## src/rtl/instr_fetch_unit.sv

```systemverilog
// In-order instruction fetch: credit-limited imem requests, response FIFO, redirect flush.
// Optional macro FETCH_STATS_EN adds the fetch_count output.
module instr_fetch_unit #(
  parameter int             N        = 32,
  parameter logic [N-1:0]   RESET_PC = 'h0040_0000,
  parameter int             DEPTH    = 2
) (
  input  logic          clk,
  input  logic          reset,
  output logic          imem_req_valid,
  input  logic          imem_req_ready,
  output logic [N-1:0]  imem_req_addr,
  input  logic          imem_rsp_valid,
  input  logic [31:0]   imem_rsp_data,
  input  logic          redirect_valid,
  input  logic [N-1:0]  redirect_pc,
  output logic          inst_valid,
  input  logic          inst_ready,
  output logic [31:0]   inst_data,
  output logic [N-1:0]  inst_pc,
`ifdef FETCH_STATS_EN
  output logic [31:0]   fetch_count,
`endif
  output logic [N-1:0]  fetch_pc
);

  localparam int AW = $clog2(DEPTH);
  localparam int DW = AW + 4;

  logic [N-1:0]  r_fetch_pc;
  logic [31:0]   r_fifo_data [DEPTH];
  logic [N-1:0]  r_fifo_pc   [DEPTH];
  logic [AW-1:0] r_wr, r_rd;
  logic [AW:0]   r_count;
  logic [N-1:0]  r_pq [DEPTH];
  logic [AW-1:0] r_pq_wr, r_pq_rd;
  logic [AW:0]   r_outst;
  logic [DW-1:0] r_drop;

  logic w_req_hs, w_push, w_pop, w_drop_rsp, w_credit;

  // Credit covers FIFO entries plus live requests, so every response has a slot.
  assign w_credit   = ({1'b0, r_count} + {1'b0, r_outst}) < (AW+2)'(DEPTH);
  assign imem_req_valid = !reset && !redirect_valid && w_credit;
  assign w_req_hs   = imem_req_valid && imem_req_ready;
  assign w_drop_rsp = imem_rsp_valid && (r_drop != '0);
  assign w_push     = imem_rsp_valid && (r_drop == '0) && !redirect_valid;
  assign w_pop      = inst_valid && inst_ready;

  assign imem_req_addr = r_fetch_pc;
  assign fetch_pc      = r_fetch_pc;
  assign inst_valid    = (r_count != '0);
  assign inst_data     = inst_valid ? r_fifo_data[r_rd] : '0;
  assign inst_pc       = inst_valid ? r_fifo_pc[r_rd]   : '0;

  always_ff @(posedge clk) begin
    if (reset) begin
      r_fetch_pc <= RESET_PC;
      r_wr       <= '0;
      r_rd       <= '0;
      r_count    <= '0;
      r_pq_wr    <= '0;
      r_pq_rd    <= '0;
      r_outst    <= '0;
      r_drop     <= '0;
    end else if (redirect_valid) begin
      // Everything still in flight becomes a drop, minus a response landing now.
      r_fetch_pc <= redirect_pc & ~N'(3);
      r_wr       <= '0;
      r_rd       <= '0;
      r_count    <= '0;
      r_pq_wr    <= '0;
      r_pq_rd    <= '0;
      r_outst    <= '0;
      r_drop     <= r_drop + DW'(r_outst) + DW'(w_req_hs) - DW'(imem_rsp_valid);
    end else begin
      if (w_req_hs) begin
        r_pq_wr    <= r_pq_wr + 1'b1;
        r_fetch_pc <= r_fetch_pc + N'(4);
      end
      if (w_drop_rsp) r_drop <= r_drop - 1'b1;
      if (w_push) begin
        r_wr    <= r_wr + 1'b1;
        r_pq_rd <= r_pq_rd + 1'b1;
      end
      if (w_pop) r_rd <= r_rd + 1'b1;
      r_outst <= r_outst + (AW+1)'(w_req_hs) - (AW+1)'(w_push);
      r_count <= r_count + (AW+1)'(w_push) - (AW+1)'(w_pop);
    end
  end

  always_ff @(posedge clk) begin
    if (w_req_hs) r_pq[r_pq_wr] <= r_fetch_pc;
    if (w_push) begin
      r_fifo_data[r_wr] <= imem_rsp_data;
      r_fifo_pc[r_wr]   <= r_pq[r_pq_rd];
    end
  end

`ifdef FETCH_STATS_EN
  always_ff @(posedge clk) begin
    if (reset)      fetch_count <= '0;
    else if (w_pop) fetch_count <= fetch_count + 32'd1;
  end
`endif

endmodule

```

## config.mk

```make
export PLATFORM = sky130hd
export DESIGN_NAME = instr_fetch_unit
export DESIGN_NICKNAME = d
export VERILOG_FILES = /design/src/rtl/instr_fetch_unit.sv
export SDC_FILE = /design/constraint.sdc
export NUM_CORES = 1
export LEC_CHECK = 0
export CORE_ASPECT_RATIO = 1.4
export CORE_MARGIN = 1.5
export CORE_UTILIZATION = 45
export CTS_BUF_LIST = sky130_fd_sc_hd__clkbuf_2 sky130_fd_sc_hd__clkbuf_4 sky130_fd_sc_hd__clkbuf_8
export CTS_CLUSTER_SIZE = 24
export DETAILED_ROUTE_END_ITERATION = 8
export PLACE_DENSITY_LB_ADDON = 0.3
export SLEW_MARGIN = 30
export SYNTH_ARGS = -nofsm -noshare
export SYNTH_HDL_FRONTEND = slang
export SYNTH_SLANG_ARGS = --single-unit
export TNS_END_PERCENT = 20
```

## constraint.sdc

```tcl
create_clock -name clk -period 7.4 [get_ports clk]
set_input_delay 1.48 -clock clk [delete_from_list [all_inputs] [get_ports clk]]
set_output_delay 1.48 -clock clk [all_outputs]
set_load 0.05 [all_outputs]
```

**Word-level counts from Yosys, hierarchy flattened**

Memories as Yosys holds them, arrays and structs flattened. A register that Yosys moved wholly into a read port is not among the register bits.
Index checks and enable logic that the tools add are counted.

- Output and inout port bits: 130
- Flip-flop bits (word level): 45
- Memories kept: 3
- RAM bits: 192

- Reduce and logical (&&, ||, !) cells: 15
- Multiplexer cells: 16
- Add/sub/neg operators: 14
- Order comparisons: 1

Memories:

| memory | depth | width | rd ports | clocked after memory_dff | wr ports | RTL line | text |
|---|---|---|---|---|---|---|---|
| r_fifo_data | 2 | 32 | 1 | 1 | 1 | 31 | `logic [31:0] r_fifo_data [DEPTH];` |
| r_fifo_pc | 2 | 32 | 1 | 1 | 1 | 32 | `logic [N-1:0] r_fifo_pc [DEPTH];` |
| r_pq | 2 | 32 | 1 | 1 | 1 | 35 | `logic [N-1:0] r_pq [DEPTH];` |

Operators by type and width:

| cell | count |
|---|---|
| $mux W32 | 4 |
| $add A32 B3 Y32 const B | 1 |
| $mux W1 | 10 |
| $mux W5 | 2 |
| $logic_and A1 B1 Y1 | 7 |
| $reduce_bool A2 Y1 | 3 |
| $add A5 B1 Y5 | 1 |
| $add A5 B2 Y5 | 1 |
| $logic_not A5 Y1 | 1 |
| $reduce_bool A5 Y1 | 1 |
| $sub A5 B1 Y5 | 1 |
| $sub A5 B1 Y5 const B | 1 |
| $add A1 B1 Y1 const B | 4 |
| $add A2 B1 Y2 | 2 |
| $sub A2 B1 Y2 | 2 |
| $add A2 B2 Y3 | 1 |
| $lt A3 B2 Y1 const B | 1 |
| $logic_not A1 Y1 | 2 |
| $reduce_or A2 Y1 | 1 |

**Logic depth before layout (Yosys ltp)**

Gate-level depths: netlist of the first run.

- Depth after elaboration: 7
- Depth in mapped cells: 13
- Depth with buffers taken out: 13

**Least setup slack after synthesis of the first run**

No wires, ideal clock.

- Kind: input port to flip-flop
- Start point: input redirect_valid
- End point: memory r_fifo_data[0][0], enable pin
- Data arrival time: 4,640 ps
- Path slack: 2,278 ps
- Stages: 3
- Required time: 6,918 ps
- Path buffers: 1
- Path through: clkbuf_1 or3_1 nor2_1

- Cells in the longest elaborated chain, start to end: 4

RTL lines:

| element | RTL line | text |
|---|---|---|
| from (decl) | 15 | `input logic redirect_valid,` |
| $logic_not A1 Y1 | 47 | `assign w_push = imem_rsp_valid && (r_drop == '0) && !redirect_valid;` |
| $logic_and A1 B1 Y1 | 47 |  |
| $mux W1 | 94 | `if (w_push) begin` |
| $mux W1 (not written as such) | 95 | `r_fifo_data[r_wr] <= imem_rsp_data;` |
| to (decl) | 31 |  |

No other way between the ends.

**Worst setup path after layout of the first run**

- Start point: input redirect_valid
- End point: output imem_req_valid

- Cells in the longest elaborated chain, start to end: 3

RTL lines:

| element | RTL line | text |
|---|---|---|
| $logic_not A1 Y1 | 44 | `assign imem_req_valid = !reset && !redirect_valid && w_credit;` |
| $logic_and A1 B1 Y1 (2 in a row) | 44 |  |
| to (decl) | 10 | `output logic imem_req_valid,` |

No other way between the ends.

==> flow_summary.json, run 1 <==
{
  "cp_data_required_time_ps": 5920,
  "synth-seq-cells": 229,
  "critPathKind": "in -> out",
  "die_height_microns": 177,
  "p_total_mw": 3.14,
  "num_antenna_cells": 0,
  "cts_buffer_depth": 3,
  "path_common_cell": "clkdlybuf4s50_1",
  "path_clk_slew_ps": 60,
  "grt_max_degree": 63,
  "fp.dieArea_sq_mm": 0.0226,
  "synth-xor-area-share_pct": 1.79,
  "post_cts_buffers": 0,
  "cts_tree": "yes",
  "wl_met1_microns": 8350,
  "fin_cells": 1192,
  "power_density_mw_per_mm2": 252,
  "worst-path-buf-inv": 3,
  "dp.cells": 1128,
  "seq_area_sq_mm": 0.00643,
  "fin_setup_tns_ps": 0,
  "drtIter0Drc": 304,
  "rr_startpoint": "r_outst[0]",
  "num_io_pins": 200,
  "final_util_pct": 58.7,
  "hold_path_class": "reg -> reg",
  "synthSimpleGateAreaFrac_pct": 9.66,
  "ys_types": 52,
  "syn_inst": 734,
  "start_util_pct": 46.0,
  "max_cap_viol_count": 0,
  "gp_congestion": 0.883,
  "syn_avg_cell_area_sq_um": 13.3,
  "cpPeakStageDelay_ps": 930,
  "timing.critical_path.cells": "clkdlybuf4s50_1 > buf_4 > nor4_4 > clkdlybuf4s50_1",
  "max_freq_mhz": 193,
  "fin_crit_sh_pct": 70.0,
  "clkSinkCount": 229,
  "via_count": 6295,
  "status": "complete, no violations",
  "r2r_setup_slack_ps": 3770,
  "drc": 0,
  "first_global_vias": 6137,
  "arrival_ps": 3700,
  "dr.pass1.iters": 5,
  "slew_viol_final": 0,
  "fin_skew_ps": 16.4,
  "fill_cells": 1721,
  "synthAdderAreaFrac_pct": 2.15,
  "ys_warn_count": 0,
  "nNetsFinal": 991,
  "viasPerCell": 5.28,
  "multiInputGateArea_sq_mm": 0.00290,
  "hold_viol": 0,
  "p_leak_nw": 4.12,
  "muxShareOfSynthArea_pct": 10.0,
  "synth-compound-area-share_pct": 5.48,
  "numCtsBuffers": 35,
  "async_flop_share_pct": 0,
  "hold_buffers": 0,
  "hold_start": "r_pq_rd",
  "grt.total_usage_pct": 18.5,
  "clk_latency_ps": 510,
  "max-vdd-ir-drop_mv": 0.150,
  "syn2layout_area_growth_pct": 27.5,
  "cts_resized": 0,
  "numPortBuffers": 191,
  "finalSetupViolCount": 0,
  "reg2reg_depth": 13,
  "met2_wirelength_microns": 10500,
  "tightest_slew_ps": 915,
  "core-area_sq_mm": 0.0212,
  "routed_wl_microns": 21000,
  "grt_antenna_before_repair": 0,
  "grt_pass1_wl_microns": 32400,
  "cp_top_family": "buffers and inverters",
  "end_kind": "output port",
  "htreeDepth": 2,
  "start_kind": "input pin",
  "die_x_microns": 127,
  "synth_top_family_by_area": "multiplexers",
  "r2r_end": "r_drop[4]",
  "cp_max_fo": 39,
  "hpwlAfterDp_microns": 13800,
  "rsz0062_at_grt": "false",
  "grt_overflow": 0,
  "row_count": 63,
  "finalCriticalPeriod_ps": 5180,
  "root_buffer": "clkbuf_8",
  "drive_gt1_share_pct": 12.0,
  "ys_seq_area_share_pct": 65.8,
  "maxSlewHeadroom_pct": 39.0,
  "wl_per_cell_microns": 17.7,
  "crit_path_top_delay_cell": "clkdlybuf4s50_1",
  "synth_area_sq_mm": 0.00976,
  "holdPathStages": 2,
  "synth-edff-count": 184,
  "synthFlopType": "edfxtp_1",
  "dr_wl_met3_microns": 1380,
  "highest_layer": "met4",
  "postRouteAntennaNets": 0
}
[how the worst max path moves through the flow]
| stage | cells past startpoint | start | end |
|---|---|---|---|
| final | 4 | redirect_valid | imem_req_valid |
| after CTS | 4 | redirect_valid | imem_req_valid |
| after global routing | 4 | redirect_valid | imem_req_valid |
| after global placement | 4 | redirect_valid | imem_req_valid |
| after detailed placement | 4 | redirect_valid | imem_req_valid |
| after floorplan | 3 | redirect_valid | r_fifo_data[0][0] |
[through the flow]
stage	setup WS [ps]	instance area, sq um	hold WS (ps)
CTS	2230	12400	507
floorplan	2280	9780	480
global route	2110	12400	556
finish	2220	12400	517
detailed placement	2230	11700	496
global placement	2260	11700	490
[layout by cell type, fill, tap and decap left out, types with 10 or more instances in the layout]
| cell | count |
|---|---|
| dfxtp_1 | 44 |
| a21oi_1 | 31 |
| mux2_2 | 32 |
| nand3_1 | 14 |
| ha_1 | 12 |
| nand4_1 | 11 |
| xnor2_1 | 14 |
| clkdlybuf4s50_1 | 191 |
| clkbuf_4 | 12 |
| nor2_1 | 94 |
| clkbuf_8 | 39 |
| inv_1 | 24 |
| o21ai_0 | 10 |
| nand2_1 | 25 |
| edfxtp_1 | 184 |
| mux2i_1 | 62 |
[Yosys cell counts (7+ instances only)]
library cell | count | area, sq um
nor2_1 | 97 | 364
dfxtp_1 | 45 | 901
a21oi_1 | 31 | 155
or3_1 | 7 | 43.8
o22ai_1 | 7 | 43.8
a31oi_1 | 9 | 56.3
nor3_1 | 8 | 40.0
nand3_1 | 14 | 70.1
mux2_2 | 32 | 360
ha_1 | 12 | 150
clkbuf_1 | 31 | 116
nand4_1 | 11 | 68.8
inv_1 | 24 | 90.1
buf_4 | 36 | 270
xnor2_1 | 14 | 123
o21ai_0 | 10 | 50.1
mux2i_1 | 62 | 621
edfxtp_1 | 184 | 5530
nand2_1 | 25 | 93.8
and2_1 | 8 | 50.1
[flip-flops by register name, indices dropped and copies added (netlist names), named ones only]
signal / count
fetch_pc: 30
r_drop: 5
r_pq_wr: 1
r_outst: 2
r_rd: 1
r_fifo_data: 64
r_count: 2
r_pq_rd: 1
r_pq: 60
r_fifo_pc: 60
r_wr: 1
[kinds of logic (layout without fill, tap and decap cells)]
| family | Yosys count | count (layout) |
|---|---|---|
| multiplexers | 94 | 94 |
| other | 1 | 6 |
| XOR/XNOR | 20 | 20 |
| AO/OA/AOI/OAI | 85 | 85 |
| flip-flops | 229 | 229 |
| adder cells (fa/ha/maj) | 15 | 15 |
| buffers and inverters | 94 | 287 |
| AND/OR/NAND/NOR | 196 | 196 |
[report_power, final]
part           switching [mW]  internal (mW)  total (mW)  leakage [nW]
Combinational           0.354          0.217       0.571          1.69
Clock                   0.458          0.580        1.04         0.377
Sequential             0.0484           1.48        1.53          2.05
Total                   0.860           2.28        3.14          4.12
[worst min-delay path, cell delays in order, from the launching register on]
cell     delay [ps]
dfxtp_1         300
o21ai_0         100
a21oi_1          70
[layout make-up]
cell class,instances,share of cell area [%]
inverters,25,0.754
clock buffers,51,5.04
repair buffers,199,16.0
multi-input cells,416,23.3
flip-flops and latches,229,51.7
clock inverters,12,0.653
well taps,260,2.61
[metal layers]
layer | vias to the layer above | track usage, %
li1 | 3000 | -
met4 | 0 | 8.81
met5 | - | 0
met3 | 59 | 4.04
met2 | 231 | 32.2
met1 | 3005 | 21.8
No activity file was read; power rests on OpenSTA's default activity.
==> inputs of run 2 (changes only) <==
clock period = 5.2 ns   (was 7.4 ns; I/O delays follow)
==> run 2 against run 1 <==
Non-clock buffer count rose by 3. Combinational power is 43% higher. Flip-flop and latch count did not move. Critical endpoint is now inst_data[3]. Largest power group unchanged. Highest routed layer unchanged.
==> flow_summary.json, run 2 (synthesis results as in run 1) <==
{
  "finish.instance_area_sq_mm": 0.0125,
  "clk_latency_ps": 520,
  "start_util_pct": 46.0,
  "largest_reg_flops": 64,
  "timing.critical_path.cells": "buf_4 > mux2i_1 > nor2_1 > clkdlybuf4s50_1",
  "htreeDepth": 2,
  "max-vdd-ir-drop_mv": 0.210,
  "grt_pass1_wl_microns": 34100,
  "largestRegisters": "r_fifo_data: 64 flops, r_fifo_pc: 60 flops, r_pq: 60 flops",
  "hold_viol": 0,
  "die_height_microns": 177,
  "hold_start": "r_rd",
  "via_count": 6308,
  "hpwlAfterDp_microns": 14300,
  "drc": 0,
  "hold_path_class": "reg -> reg",
  "layout_setup_ws_ps": 1340,
  "gp_congestion": 0.877,
  "grt_max_degree": 63,
  "p_total_mw": 4.50,
  "slew_viol_final": 0,
  "drive_gt1_share_pct": 12.0,
  "cts_resized": 0,
  "layout_commonest_cell": "clkdlybuf4s50_1",
  "fill_cells": 1695,
  "finalSetupViolCount": 0,
  "final_util_pct": 58.8,
  "postRouteAntennaNets": 0,
  "tightest_slew_ps": 909,
  "multiInputGateArea_sq_mm": 0.00290,
  "fin_skew_ps": 18.5,
  "numCtsBuffers": 36,
  "fin_setup_tns_ps": 0,
  "syn2layout_area_growth_pct": 27.8,
  "post_cts_buffers": 0,
  "drtIter0Drc": 393,
  "max_freq_mhz": 259,
  "end_kind": "output port",
  "hold_buffers": 0,
  "dr.pass1.iters": 5,
  "power_density_mw_per_mm2": 361,
  "first_global_vias": 6283,
  "cp_data_required_time_ps": 4160,
  "rsz0062_at_grt": "false",
  "num_antenna_cells": 0,
  "place_area_sq_mm": 0.0117,
  "rr_startpoint": "r_count[0]",
  "status": "complete, no violations",
  "clkSinkCount": 229,
  "seq_area_sq_mm": 0.00643,
  "arrival_ps": 2820,
  "grt.total_usage_pct": 19.5,
  "critPathKind": "reg -> out",
  "fp.dieArea_sq_mm": 0.0226,
  "grt_overflow": 0,
  "start_kind": "flip-flop",
  "crit_path_top_delay_cell": "clkdlybuf4s50_1",
  "core-area_sq_mm": 0.0212,
  "finalCriticalPeriod_ps": 3860,
  "cts_tree": "yes",
  "wl_per_cell_microns": 18.3,
  "path_clk_slew_ps": 60,
  "place_ws_ps": 1470,
  "root_buffer": "clkbuf_8",
  "die_x_microns": 127,
  "final_cell_mix": "clkdlybuf4s50_1 (190), edfxtp_1 (184), nor2_1 (94), mux2i_1 (62), dfxtp_1 (44)",
  "row_count": 63,
  "num_io_pins": 200,
  "fin_crit_sh_pct": 74.2,
  "p_leak_nw": 4.12,
  "cp_max_fo": 36,
  "grt_antenna_before_repair": 0,
  "numPortBuffers": 191,
  "viasPerCell": 5.28,
  "cts_buffer_depth": 3,
  "nNetsFinal": 995,
  "cpPeakStageDelay_ps": 820,
  "cp_top_family": "buffers and inverters",
  "worst-path-buf-inv": 2,
  "max_cap_viol_count": 0,
  "maxSlewHeadroom_pct": 39.4,
  "routed_wl_microns": 21900,
  "regMostFlops": "r_fifo_data"
}
==> run 2: layout make-up <==
type	instances	share of cell area, %
tap	260	2.61
multi-input combinational	416	23.2
sequential	229	51.5
inverter	25	0.752
clock buffer	45	4.66
timing repair buffer	202	16.1
clock inverter	17	1.07
==> run 2: worst paths after layout <==
check	cells after the start	endpoint	slack, ps
setup reg to reg	13	r_drop[4]	2020
hold reg to reg	2	flip-flop	520
hold / removal	2	flip-flop	520
setup / recovery	4	inst_data[3]	1340
==> run 2: report_power, final <==
part,switching [mW],total (mW),internal (mW)
clock network,0.676,1.51,0.836
logic,0.505,0.816,0.311
registers,0.0707,2.18,2.11
total,1.25,4.50,3.25
==> run 2: layer usage <==
metal | up-vias | part of all wire, % | global-route usage (%)
met2 | 220 | 52 | 35.4
met3 | 40 | 6.2 | 3.80
met4 | 0 | 2.1 | 6.63
met5 | - | 0 | 0
met1 | 3034 | 40 | 23.0
li1 | 3014 | - | -
==> run 2: per-stage QoR <==
| step | std cells | hold WS [ps] |
|---|---|---|
| final | 1194 | 523 |
| after global routing | 1194 | 561 |
| after floorplan | 739 | 480 |
| after CTS | 1193 | 523 |
| after detailed placement | 1131 | 506 |
| after global placement | 1131 | 491 |
==> run 2: worst reg2reg max path, cell delays in order (launching register included) <==
cell and delay, ps:
dfxtp_1 400, and2_1 170, fa_1 460, nor4_4 550
nand2_2 130, inv_2 230, fa_1 240, inv_1 50
fa_1 400, inv_1 70, a21oi_1 60, nor2_1 140
a2111o_1 120, nand3_1 60
==> inputs of run 3 (changes only) <==
clock period = 3.28 ns   (was 5.2 ns; I/O delays follow)
==> run 3 against run 2 <==
Sequential power rose by 58%. First-iteration DRC count fell by 4.3%. Register-to-register slack got worse by 1600 ps. Wire length rose by 0.52%. Power rose by 58%. Utilization rose by 0.60 points. Critical path type unchanged. Largest power group unchanged. Global-route usage barely moved. Combinational power rose by 62%.
==> flow_summary.json, run 3 (synthesis results as in run 1) <==
{
  "status": "complete, no violations",
  "root_buffer": "clkbuf_8",
  "clk_latency_ps": 510,
  "rsz0062_at_grt": "false",
  "p_leak_nw": 4.27,
  "met2_wirelength_microns": 11200,
  "syn2layout_area_growth_pct": 29.1,
  "highest_layer": "met4",
  "grt_pass1_wl_microns": 34100,
  "p_sw_share_pct": 27.7,
  "fp.dieArea_sq_mm": 0.0226,
  "end_kind": "output port",
  "fin_crit_sh_pct": 96.1,
  "max_freq_mhz": 317,
  "dr_wl_met3_microns": 1380,
  "cts_tree": "yes",
  "clkPwrFrac_pct": 32.9,
  "die_height_microns": 177,
  "multiInputGateArea_sq_mm": 0.00289,
  "clkSinkCount": 229,
  "seq_area_sq_mm": 0.00643,
  "r2r_setup_slack_ps": 430,
  "largestRegisters": "r_fifo_data: 64 flops, r_fifo_pc: 60 flops, r_pq: 60 flops",
  "regMostFlops": "r_fifo_data",
  "grt_overflow": 0,
  "row_count": 63,
  "tightest_slew_ps": 945,
  "start_kind": "flip-flop",
  "drtIter0Drc": 376,
  "rr_startpoint": "r_count[0]",
  "finalSetupViolCount": 0,
  "grt_max_degree": 63,
  "fin_skew_ps": 17.8,
  "numPortBuffers": 191,
  "layout_setup_ws_ps": 129,
  "num_io_pins": 200,
  "comb_power_share_pct": 18.6,
  "path_clk_slew_ps": 60,
  "gp_congestion": 0.859,
  "place_ws_ps": 250,
  "hold_start": "r_pq_rd",
  "r2r_end": "r_drop[4]",
  "wl_met1_microns": 8690,
  "hold_end": "r_pq_rd",
  "wl_per_cell_microns": 18.3,
  "drc": 0,
  "critPathKind": "reg -> out",
  "htreeDepth": 2,
  "die_x_microns": 127,
  "nNetsFinal": 1004,
  "holdPathStages": 2,
  "post_cts_buffers": 0,
  "grt.total_usage_pct": 19.5,
  "finalCriticalPeriod_ps": 3150,
  "layout_commonest_cell": "clkdlybuf4s50_1",
  "max-vdd-ir-drop_mv": 0.346,
  "cp_max_fo": 20,
  "final_cell_mix": "clkdlybuf4s50_1 (186), edfxtp_1 (184), nor2_1 (94), mux2i_1 (62), dfxtp_1 (44)",
  "fill_cells": 1688,
  "core-area_sq_mm": 0.0212,
  "maxSlewHeadroom_pct": 37.0,
  "hpwlAfterDp_microns": 14600,
  "p_sw_mw": 1.97,
  "power_frac_seq_pct": 48.5,
  "numCtsBuffers": 36,
  "cp_data_required_time_ps": 2620,
  "start_util_pct": 46.0,
  "largest_reg_flops": 64,
  "slew_viol_final": 0,
  "routed_wl_microns": 22000,
  "drive_gt1_share_pct": 12.9,
  "num_antenna_cells": 0,
  "first_global_vias": 6288,
  "max_cap_viol_count": 0,
  "dr.pass1.iters": 5,
  "viasPerCell": 5.29,
  "power.internal_mw": 5.15,
  "cts_buffer_depth": 3,
  "via_count": 6375,
  "grt_antenna_before_repair": 0,
  "hold_path_class": "reg -> reg",
  "postRouteAntennaNets": 0,
  "arrival_ps": 2500,
  "power_density_mw_per_mm2": 565,
  "hold_viol": 0,
  "p_total_mw": 7.11,
  "reg2reg_depth": 13
}
run 3: cell types whose count changed in the layout (fill, tap and decap cells not counted), moves of 2 or more:
| cell | previous run | this run |
|---|---|---|
| clkbuf_4 | 6 | 15 |
| clkbuf_8 | 39 | 37 |
| clkinvlp_4 | 2 | 0 |
| buf_4 | 11 | 13 |
| buf_12 | 0 | 8 |
| clkdlybuf4s50_1 | 190 | 186 |
| dlymetal6s2s_1 | 0 | 4 |
run 3: power by group through the flow:
stage,clock network [mW],registers [mW],logic [mW]
3_3_place_gp,0,3.50,1.31
3_5_place_dp,0,3.51,1.33
2_1_floorplan,0,3.55,0.845
5_1_grt,2.52,3.47,1.43
4_1_cts,2.41,3.45,1.34
6_report,2.34,3.45,1.32
run 3: worst max path at each step:
stage                    end  slack, ps  cells after the start
6_report       inst_data[26]        130                      4
5_1_grt        inst_data[28]         10                      4
4_1_cts        inst_data[21]         40                      4
3_5_place_dp       r_drop[4]        250                     12
3_3_place_gp       r_drop[4]        300                     12
2_1_floorplan    r_pq[0][10]       -690                      6
run 3: cell type report:
type,instances,share of cell area (%)
clock buffers,52,4.93
clock inverters,12,0.596
inverters,25,0.745
repair buffers,211,17.2
flip-flops and latches,229,51.0
multi-input cells,416,22.9
well taps,260,2.58
run 3: timing repair:
item	4_1_cts	5_1_grt
gates resized for setup	0	4
hold buffers	0	0
endpoints found under the hold margin	0	0
setup endpoints to repair	0	4
run 3: worst max-delay path, stage by stage, from the launching register on:
cell	delay, ps
dfxtp_4	600
buf_4	350
mux2i_1	110
nor2_1	90
clkdlybuf4s50_1	810
run 3: stage by stage:
stage | instance area (sq um) | setup TNS [ps] | hold slack (ps) | utilization (%) | std cells
floorplan | 9790 | -20890 | 480 | - | 739
detailed placement | 11900 | 0 | 497 | 56.1 | 1141
finish | 12600 | 0 | 516 | 59.4 | 1205
global placement | 11900 | 0 | 493 | 56.1 | 1141
global route | 12600 | 0 | 571 | 59.4 | 1205
CTS | 12600 | 0 | 517 | 59.4 | 1205
run 3: per-layer routing:
layer  vias to the layer above  GRT usage [%]
met3                        52           3.98
met1                      3071           22.8
met2                       223           34.6
met4                         0           8.43
met5                         -              0
li1                       3029              -
